## src/rtl/qpsk_frame_scheduler.sv

```systemverilog
// Frame sequencer feeding the QPSK modulator: preamble, MSB-first payload dibits, idle gap.
// Define QPSK_PILOT_EN to insert a 2'b00 pilot after every PILOT_PERIOD payload symbols.
`timescale 1ns/1ps

module qpsk_frame_scheduler #(
  parameter int SYM_DIV      = 4,
  parameter int PRE_LEN      = 8,
  parameter int GAP_LEN      = 2,
  parameter int PILOT_PERIOD = 16
) (
  input  logic       clk,
  input  logic       rst,
  input  logic       start_i,
  input  logic [7:0] len_i,
  input  logic [7:0] byte_i,
  input  logic       byte_valid_i,
  output logic       byte_ready_o,
  output logic [1:0] sym_o,
  output logic       sym_valid_o,
  output logic       busy_o,
  output logic       done_o,
  output logic       underrun_o
);

  typedef enum logic [1:0] {S_IDLE, S_PRE, S_PAY, S_GAP} state_t;

  localparam logic [15:0] DIV_LAST = 16'(SYM_DIV - 1);
  localparam logic [15:0] PRE_LAST = 16'(PRE_LEN - 1);
  localparam logic [15:0] GAP_LAST = 16'(GAP_LEN - 1);
  // A misparameterised instance never leaves IDLE instead of emitting a malformed frame.
  localparam bit CFG_OK = (SYM_DIV >= 2) && (PRE_LEN >= 1) && (GAP_LEN >= 1) && (PILOT_PERIOD >= 1);

  state_t      state_q, state_n;
  logic [15:0] per_q, per_n;
  logic [15:0] tcnt_q, tcnt_n;
  logic [9:0]  pay_q, pay_n;
  logic [7:0]  len_q, len_n;
  logic [7:0]  acc_q, acc_n;
  logic [7:0]  sh_q, sh_n;
  logic [2:0]  shc_q, shc_n;
  logic [7:0]  hold_q, hold_n;
  logic        hvld_q, hvld_n;
  logic        ready_n;
  logic [1:0]  sym_n;
  logic        sym_vld_n, busy_n, done_n, under_n;
`ifdef QPSK_PILOT_EN
  logic [15:0] pil_q, pil_n;
  logic        pdue_q, pdue_n;
`endif

  logic       tick, xfer, use_hold, is_last;
  logic [7:0] eff_sh;
  logic [2:0] eff_cnt;
  logic [9:0] last_idx;

  assign tick     = (state_q != S_IDLE) && (per_q == DIV_LAST);
  assign xfer     = byte_valid_i && byte_ready_o;
  // An exhausted shift register reads straight through the holding register, so a
  // byte that landed just before a tick is never reported as an underrun.
  assign use_hold = (shc_q == 3'd0) && hvld_q;
  assign eff_sh   = use_hold ? hold_q : sh_q;
  assign eff_cnt  = use_hold ? 3'd4 : shc_q;
  assign last_idx = {len_q, 2'b00} - 10'd1;
  assign is_last  = (pay_q == last_idx);

  // NOTE: every variable gets its default before any branch, so no path can infer a latch.
  always_comb begin
    state_n   = state_q;
    per_n     = (state_q == S_IDLE || tick) ? 16'd0 : per_q + 16'd1;
    tcnt_n    = tcnt_q;
    pay_n     = pay_q;
    len_n     = len_q;
    acc_n     = acc_q;
    sh_n      = eff_sh;
    shc_n     = eff_cnt;
    hold_n    = hold_q;
    hvld_n    = hvld_q && !use_hold;
    sym_n     = sym_o;
    sym_vld_n = 1'b0;
    done_n    = 1'b0;
    under_n   = 1'b0;
`ifdef QPSK_PILOT_EN
    pil_n     = pil_q;
    pdue_n    = pdue_q;
`endif

    if (xfer) begin
      hold_n = byte_i;
      hvld_n = 1'b1;
      acc_n  = acc_q + 8'd1;
    end

    unique case (state_q)
      S_IDLE: begin
        if (start_i && (len_i != 8'd0) && CFG_OK) begin
          state_n = S_PRE;
          len_n   = len_i;
          acc_n   = 8'd0;
          tcnt_n  = 16'd0;
          pay_n   = 10'd0;
          sh_n    = 8'd0;
          shc_n   = 3'd0;
          hold_n  = 8'd0;
          hvld_n  = 1'b0;
`ifdef QPSK_PILOT_EN
          pil_n   = 16'd0;
          pdue_n  = 1'b0;
`endif
        end
      end

      S_PRE: begin
        if (tick) begin
          sym_n     = tcnt_q[0] ? 2'b11 : 2'b00;
          sym_vld_n = 1'b1;
          if (tcnt_q == PRE_LAST) begin
            state_n = S_PAY;
            tcnt_n  = 16'd0;
          end else begin
            tcnt_n = tcnt_q + 16'd1;
          end
        end
      end

      S_PAY: begin
        if (tick) begin
`ifdef QPSK_PILOT_EN
          if (pdue_q) begin
            sym_n     = 2'b00;
            sym_vld_n = 1'b1;
            pdue_n    = 1'b0;
          end else
`endif
          if (eff_cnt != 3'd0) begin
            sym_n     = eff_sh[7:6];
            sym_vld_n = 1'b1;
            sh_n      = {eff_sh[5:0], 2'b00};
            shc_n     = eff_cnt - 3'd1;
            pay_n     = pay_q + 10'd1;
`ifdef QPSK_PILOT_EN
            if ((pil_q + 16'd1 == 16'(PILOT_PERIOD)) && !is_last) begin
              pil_n  = 16'd0;
              pdue_n = 1'b1;
            end else begin
              pil_n = pil_q + 16'd1;
            end
`endif
            if (is_last) begin
              state_n = S_GAP;
              tcnt_n  = 16'd0;
            end
          end else begin
            // Nothing to send: stretch the frame by one period rather than corrupt it.
            under_n = 1'b1;
          end
        end
      end

      S_GAP: begin
        if (tick) begin
          if (tcnt_q == GAP_LAST) begin
            state_n = S_IDLE;
            done_n  = 1'b1;
          end else begin
            tcnt_n = tcnt_q + 16'd1;
          end
        end
      end

      default: state_n = S_IDLE;
    endcase

    busy_n  = (state_n != S_IDLE);
    // Ready is registered from next-state values, so it always equals the live condition.
    ready_n = ((state_n == S_PRE) || (state_n == S_PAY)) && !hvld_n && (acc_n < len_n);
  end

  // NOTE: sequential state uses non-blocking assignments so every register samples
  // pre-edge values regardless of statement order.
  always_ff @(posedge clk) begin
    if (!rst) begin
      // NOTE: the byte buffers are cleared too, so an aborted frame leaves no stale data.
      state_q      <= S_IDLE;
      per_q        <= '0;
      tcnt_q       <= '0;
      pay_q        <= '0;
      len_q        <= '0;
      acc_q        <= '0;
      sh_q         <= '0;
      shc_q        <= '0;
      hold_q       <= '0;
      hvld_q       <= 1'b0;
      byte_ready_o <= 1'b0;
      sym_o        <= 2'b00;
      sym_valid_o  <= 1'b0;
      busy_o       <= 1'b0;
      done_o       <= 1'b0;
      underrun_o   <= 1'b0;
`ifdef QPSK_PILOT_EN
      pil_q        <= '0;
      pdue_q       <= 1'b0;
`endif
    end else begin
      state_q      <= state_n;
      per_q        <= per_n;
      tcnt_q       <= tcnt_n;
      pay_q        <= pay_n;
      len_q        <= len_n;
      acc_q        <= acc_n;
      sh_q         <= sh_n;
      shc_q        <= shc_n;
      hold_q       <= hold_n;
      hvld_q       <= hvld_n;
      byte_ready_o <= ready_n;
      sym_o        <= sym_n;
      sym_valid_o  <= sym_vld_n;
      busy_o       <= busy_n;
      done_o       <= done_n;
      underrun_o   <= under_n;
`ifdef QPSK_PILOT_EN
      pil_q        <= pil_n;
      pdue_q       <= pdue_n;
`endif
    end
  end

endmodule

```

## config.mk

```make
export PLATFORM = sky130hd
export DESIGN_NAME = qpsk_frame_scheduler
export DESIGN_NICKNAME = d
export VERILOG_FILES = /design/src/rtl/qpsk_frame_scheduler.sv
export SDC_FILE = /design/constraint.sdc
export NUM_CORES = 1
export LEC_CHECK = 0
export CAP_MARGIN = 10
export CORE_MARGIN = 5
export CORE_UTILIZATION = 43
export CTS_BUF_LIST = sky130_fd_sc_hd__clkbuf_4
export CTS_CLUSTER_SIZE = 28
export DETAILED_ROUTE_END_ITERATION = 7
export DONT_BUFFER_PORTS = 1
export MAX_ROUTING_LAYER = met4
export SETUP_SLACK_MARGIN = 0.02
export SLEW_MARGIN = 20
export SYNTH_ARGS = -nofsm -noshare
export SYNTH_HDL_FRONTEND = slang
export SYNTH_SLANG_ARGS = --single-unit
```

## constraint.sdc

```tcl
create_clock -name clk -period 3.9 [get_ports clk]
set_clock_uncertainty 0.05 [all_clocks]
set_input_delay 0.195 -clock clk [delete_from_list [all_inputs] [get_ports clk]]
set_output_delay 0.195 -clock clk [all_outputs]
set_load 0.1 [all_outputs]
```

* Word-level counts from Yosys, hierarchy flattened *
Index checks and enable logic that the tools add are counted.

storage, ports and cells
  input bits = 20
  output and inout bits = 7
  register bits after elaboration = 87
  word-level logic and storage cells = 119

cells by class
  mux-type cells = 54
  bitwise operators = 1
  magnitude comparators = 1
  reduce and logical (&&, ||, !) cells = 25
  equality and inequality tests = 16
  $add $sub $neg = 6

operator list
  operator                                              number
  two-way mux 16 bit                                    8
  two-way mux 8 bit                                     12
  one-hot mux 16 bit (4 select lines)                   1
  adder 16 x 1 -> 16 bit, second input constant         2
  two-way mux 10 bit                                    3
  two-way mux 2 bit                                     12
  one-hot mux 10 bit (2 select lines)                   1
  equality test 16 x 1 -> 1 bit, second input constant  1
  equality test 16 x 2 -> 1 bit, second input constant  1
  equality test 16 x 3 -> 1 bit, second input constant  1
  one-hot mux 8 bit (2 select lines)                    1
  two-way mux 3 bit                                     4
  != test 2 bit, second input constant                  6
  adder 10 x 1 -> 10 bit, second input constant         1
  equality test 10 bit                                  1
  subtractor 10 x 1 -> 10 bit, second input constant    1
  adder 8 x 1 -> 8 bit, second input constant           1
  < comparator 8 bit                                    1
  two-way mux 1 bit                                     8
  one-hot mux 2 bit (4 select lines)                    1
  AND reduction 4 bit                                   2
  nonzero test 2 bit                                    4
  nonzero test 8 bit                                    1
  logical AND 1 bit                                     7
  16 further kinds                                      22

* Logic depth before layout (Yosys ltp) *
  depth in word-level cells = 11
  gate-level depth with buffers = 14
  gate-level depth less buffers = 14

* Least setup slack after synthesis *
OpenSTA, ideal clock, no wires.

  path kind = flip-flop to flip-flop
  start = register byte_ready_o
  end = register byte_ready_o
  required time = 3.776 ns
  library setup time = 0.074 ns
  setup slack = 1.076 ns
  arrival time = 2.700 ns
  stages on the path, launching flop included = 12
  period minus slack after synthesis = 2.824 ns
  buffers on the path = 1
  cell sequence = dfxtp_1 -> and2_1 -> clkbuf_1 -> and4_1 -> nand3_1 -> xor2_1 -> nor2_1 -> ha_1 -> and4_1 -> a21oi_1 -> o211ai_1 -> a31oi_1

between the ends
  elaborated cells on any way between the ends = 11
  classes of those cells = 1 x order compare; 6 x mux; 4 x reduce/logical

RTL lines
  what                      RTL line  RTL
  start: declaration        17        output logic byte_ready_o,
  start signal: assignment  214       byte_ready_o <= ready_n;
  logical AND 1 bit *       57        assign xfer = byte_valid_i && byte_ready_o;
  two-way mux 8 bit *       87        if (xfer) begin
  two-way mux 8 bit         95        if (start_i && (len_i != 8'd0) && CFG_OK) begin
  two-way mux 8 bit *       93        unique case (state_q)
  net acc_n[7]              38        logic [7:0] acc_q, acc_n;
  < comparator 8 bit *      175       ready_n = ((state_n == S_PRE) || (state_n == S_PAY)) && !hvld_n && (acc_n < len_n);
  logical AND 1 bit *       175

The timed path passes the listed nets; every way through them passes the cells marked *.
A chain may end at the register's enable or synchronous reset.

* Worst setup path after layout *
  start = register state_q[0]
  end = register byte_ready_o

between the ends
  longest elaborated chain between the ends = 8
  elaborated cells on any way between the ends = 25
  classes of those cells = 1 x order compare; 5 x eq/ne; 12 x mux; 7 x reduce/logical

RTL lines
  what                                                                 RTL line       RTL
  start: declaration                                                   33             state_t state_q, state_n;
  start signal: assignment                                             204            state_q <= state_n;
  two-way mux 2 bit or nonzero test 2 bit (tied branches)              148, 56
  two-way mux 2 bit or logical AND 1 bit (tied branches)               134, 56
  two-way mux 2 bit, on equally long branches                          126, 113, 160
  one-hot mux 2 bit (4 select lines)                                   93
  equality test 2 x 1 -> 1 bit or equality test 2 bit (tied branches)  175
  logical OR 1 bit                                                     175
  logical AND 1 bit                                                    175
  logical AND 1 bit *                                                  175

Every way passes the cells marked *; elsewhere a longest branch is shown, timed or not.

==> impl_summary.md <==
Clocking
The clock transition at the registers of the reported paths is 0.14 ns. The number of buffers on the longest clock path is 2. The later pin in the worst-skew pair is clocked with a latency of 0.48 ns. Buffers inserted during clock tree synthesis total 9. Post-CTS timing repair inserted 0 buffers for setup. For this design, the sink count on the clock tree is 87.

Buffers inserted to repair hold after CTS numbered 22. The CTS root buffer is sky130_fd_sc_hd__clkbuf_4. CTS built an H-tree with a depth of 3. The CTS tree is yes. The post-cts repair resize count is 0.

Die
Once the floorplan was initialized, standard cells occupied 44.14% of the core. The placeable core region is 0.01089 mm^2. The die is 115.7 um wide. The die outline area is 0.01339 mm^2.

The die is 115.7 um tall. The number of top-level pins is 27. The floorplan row count is 38.

Critical path
STA puts the critical path data required time at 4.26 ns. The startpoint identified for the worst register-to-register timing path is state_q[0]. The kind of end point of the critical path is a flop. The type of element launching the critical path is a flop. The classification of the worst setup path is flop to flop. The largest fanout of any net on the critical path is 11.

The arrival time of the worst setup path is 3.54 ns. For flop-to-flop paths, the worst setup slack is 0.72 ns. Tracing the worst setup path back leads to its startpoint at state_q[0].

Layout
Once layout is complete, the cells apart from fillers number 707. The number of diodes is 0. The layout overhead on the synthesized area is 9.425%.

The fraction of layout instances using a drive strength above 1 is 8.466%. The final layout contains 604 nets.

STA
The final critical delay including setup and external delays is 3.180 ns. Headroom to the max-slew limit came out at 32.46%. The number of endpoints failing setup at the final stage is 0. The setup TNS is 0 ns. The final count of pins violating max slew is 0. Setup repair after global routing left no endpoint under its margin. After layout, the worst setup slack is 0.7202 ns. The worst path uses 81.53% of the clock period. At the pin with the least slew margin, the transition time is 1.012 ns. Timing would allow up to 314.5 MHz. The number of hold violations in the final report is 0.

Synth
The flip-flop and latch count after synthesis is 87. The number of nets handed over by synthesis was 588. By area the synthesized netlist is led by sky130_fd_sc_hd__dfxtp_1 (36%), sky130_fd_sc_hd__ha_1 (5.7%), sky130_fd_sc_hd__mux2i_1 (4.4%). The count of cell types in the netlist is 73.

The synthesized netlist cell count is 546. The warning count from the yosys run is 0. The proportion of synthesized chip area in sequential cells is 36.24%.

The dominant synthesized flop cell is sky130_fd_sc_hd__dfxtp_1. The most common cell in the synthesized netlist is sky130_fd_sc_hd__dfxtp_1. The synthesized design contains 0 enable-type register cells.

Of all cell types, the one taking the most synthesized area is sky130_fd_sc_hd__dfxtp_1. The share of synthesized area in the top cell type comes to 36.24%. In this run the mean area of a mapped cell was 8.802 um^2.

The commonest cells after synthesis are sky130_fd_sc_hd__dfxtp_1 (87), sky130_fd_sc_hd__nand2_1 (55), sky130_fd_sc_hd__nor2_1 (51). The post-synthesis instance area is 0.004806 mm^2. The post-synthesis async set-or-reset flop share is 0%.

Power
The worst vdd rail ir drop is 0.2120 mV. In this run the power density over the cells is 319.9 mW/mm^2. The design draws 1.682 mW. The reported leakage power is 1.953 nW.

Global routing
Across every metal layer, demand over resource in global routing totals 17.15%. The via count of the first global-routing pass came to 3,693. The first global-routing pass estimated 17,770 um of wire. After global routing the overflow that remains totals 0. Entering global routing, the biggest net connects 54 pins. The number of antenna violations at the first check in global routing is 0.

Placement
The number of input and output port buffers inserted is 0. At the end of routability-driven placement, the weighted congestion stood at 0.8036. OpenSTA, run right after detailed placement, puts the worst setup slack at 0.7857 ns. The half-perimeter wire length after placement is 7430 um.

Including well taps, the total number of placed cells is 669.

Drt
The total via count after detailed routing is 3,876. In this run, the number of DRC markers left after iteration 0 of detailed routing was 307. Before antenna repair, the detailed router went through 4 iterations.

The remaining design rule violation count is 0. The final layout contains routed wiring with a total length of 10,470 um. Dividing the detail-routed via count by the number of cells gives 5.482. The detail route stage leaves a number of antenna-violating nets equal to 0. Dividing the detail-routed wire length by the instance count gives 14.81 um.

Job
The number of maximum-capacitance constraint violations is 0.

Min path
The startpoint of the most critical hold path is byte_valid_i. The tightest min-delay check is of the primary input to flop type.

Status
The run finished with clean final reports.
==> stage by stage <==
stage               utilization (%)  instance area (um^2)  hold WS [ns]
floorplan                         -                  4806        0.2810
global placement              44.93                  4892        0.2849
finish                        48.30                  5259       0.05027
CTS                           48.30                  5259       0.03390
global route                  48.30                  5259       0.03950
detailed placement            44.93                  4892        0.2822
==> where the power goes <==
| part | internal (mW) | switching (mW) |
|---|---|---|
| sequential | 0.905 | 0.0309 |
| clock | 0.200 | 0.314 |
| combinational | 0.0895 | 0.142 |
==> area by class of cell <==
class,instances,area (um^2)
Clock buffer,10,75.07
Clock inverter,6,61.31
Multi-Input combinational cell,423,2893
Fill cell,1042,5629
Tap cell,140,175.2
Sequential cell,87,1742
Inverter,16,60.06
Timing Repair Buffer,25,252.7
==> kinds of logic after synthesis <==
logic type      synth area share, %
simple gates                  30.33
compound gates                12.86
flops                         36.24
buf+inv                       3.566
xor+xnor                      6.196
mux                           5.077
fa+ha+maj                     5.728
==> sequential cells by signal, summed over array words and instances, names as in the netlist <==
signal / cells
tcnt_q: 16
underrun_o: 1
hvld_q: 1
len_q: 8
hold_q: 8
pay_q: 10
busy_o: 1
byte_ready_o: 1
sh_q: 8
shc_q: 3
acc_q: 8
done_o: 1
per_q: 16
state_q: 2
sym_valid_o: 1
sym_o: 2
==> critical path, stage by stage (launching register included) <==
cell                       delay, ns
sky130_fd_sc_hd__dfxtp_1        0.40
sky130_fd_sc_hd__inv_1          0.09
sky130_fd_sc_hd__ha_1           0.30
sky130_fd_sc_hd__nor4_2         0.35
sky130_fd_sc_hd__nand4_1        0.13
sky130_fd_sc_hd__buf_4          0.21
sky130_fd_sc_hd__o41ai_1        0.45
sky130_fd_sc_hd__o21ai_1        0.10
sky130_fd_sc_hd__a222oi_1       0.39
sky130_fd_sc_hd__ha_1           0.19
sky130_fd_sc_hd__nand3b_1       0.08
sky130_fd_sc_hd__a21oi_1        0.12
sky130_fd_sc_hd__o211ai_1       0.10
sky130_fd_sc_hd__a31oi_1        0.17
==> final timing paths <==
path	to	cells past startpoint
max reg2reg	byte_ready_o	13
max	byte_ready_o	13
min reg2reg	hold_q[1]	2
min	hold_q[1]	3
==> per-layer routing <==
| metal | track usage (%) | routed length, um | share of wire, % | up-vias |
|---|---|---|---|---|
| li1 | - | - | - | 1997 |
| met1 | 22.13 | 5068 | 48 | 1811 |
| met2 | 26.31 | 4803 | 46 | 52 |
| met3 | 4.073 | 430 | 4.1 | 16 |
| met4 | 6.187 | 170 | 1.6 | 0 |
| met5 | - | 0 | 0 | - |
==> placed cells by master, fill, tap and decap left out, types with 3 or more instances in the layout <==
cell type,count
sky130_fd_sc_hd__a21oi_1,32
sky130_fd_sc_hd__nor2b_1,14
sky130_fd_sc_hd__dfxtp_1,87
sky130_fd_sc_hd__a31oi_1,4
sky130_fd_sc_hd__a211oi_1,3
sky130_fd_sc_hd__and3_1,17
sky130_fd_sc_hd__or3_1,3
sky130_fd_sc_hd__inv_1,16
sky130_fd_sc_hd__nand4b_1,7
sky130_fd_sc_hd__and2_1,12
sky130_fd_sc_hd__mux2i_1,21
sky130_fd_sc_hd__o2bb2ai_1,5
sky130_fd_sc_hd__xnor2_1,13
sky130_fd_sc_hd__mux2_2,3
sky130_fd_sc_hd__nand4_1,22
sky130_fd_sc_hd__clkbuf_4,10
sky130_fd_sc_hd__dlygate4sd3_1,21
sky130_fd_sc_hd__nand3_1,22
sky130_fd_sc_hd__nor2_1,51
sky130_fd_sc_hd__buf_4,3
sky130_fd_sc_hd__a21boi_0,5
sky130_fd_sc_hd__ha_1,22
sky130_fd_sc_hd__o211ai_1,3
sky130_fd_sc_hd__nand2_1,55
sky130_fd_sc_hd__nand2b_1,4
sky130_fd_sc_hd__nor3_1,5
sky130_fd_sc_hd__xor2_1,21
sky130_fd_sc_hd__o22ai_1,9
sky130_fd_sc_hd__o21ai_0,9
sky130_fd_sc_hd__nor4_2,3
sky130_fd_sc_hd__nand3b_1,3
sky130_fd_sc_hd__a211o_1,3
Note: power is estimated with default switching activity, not from simulation.
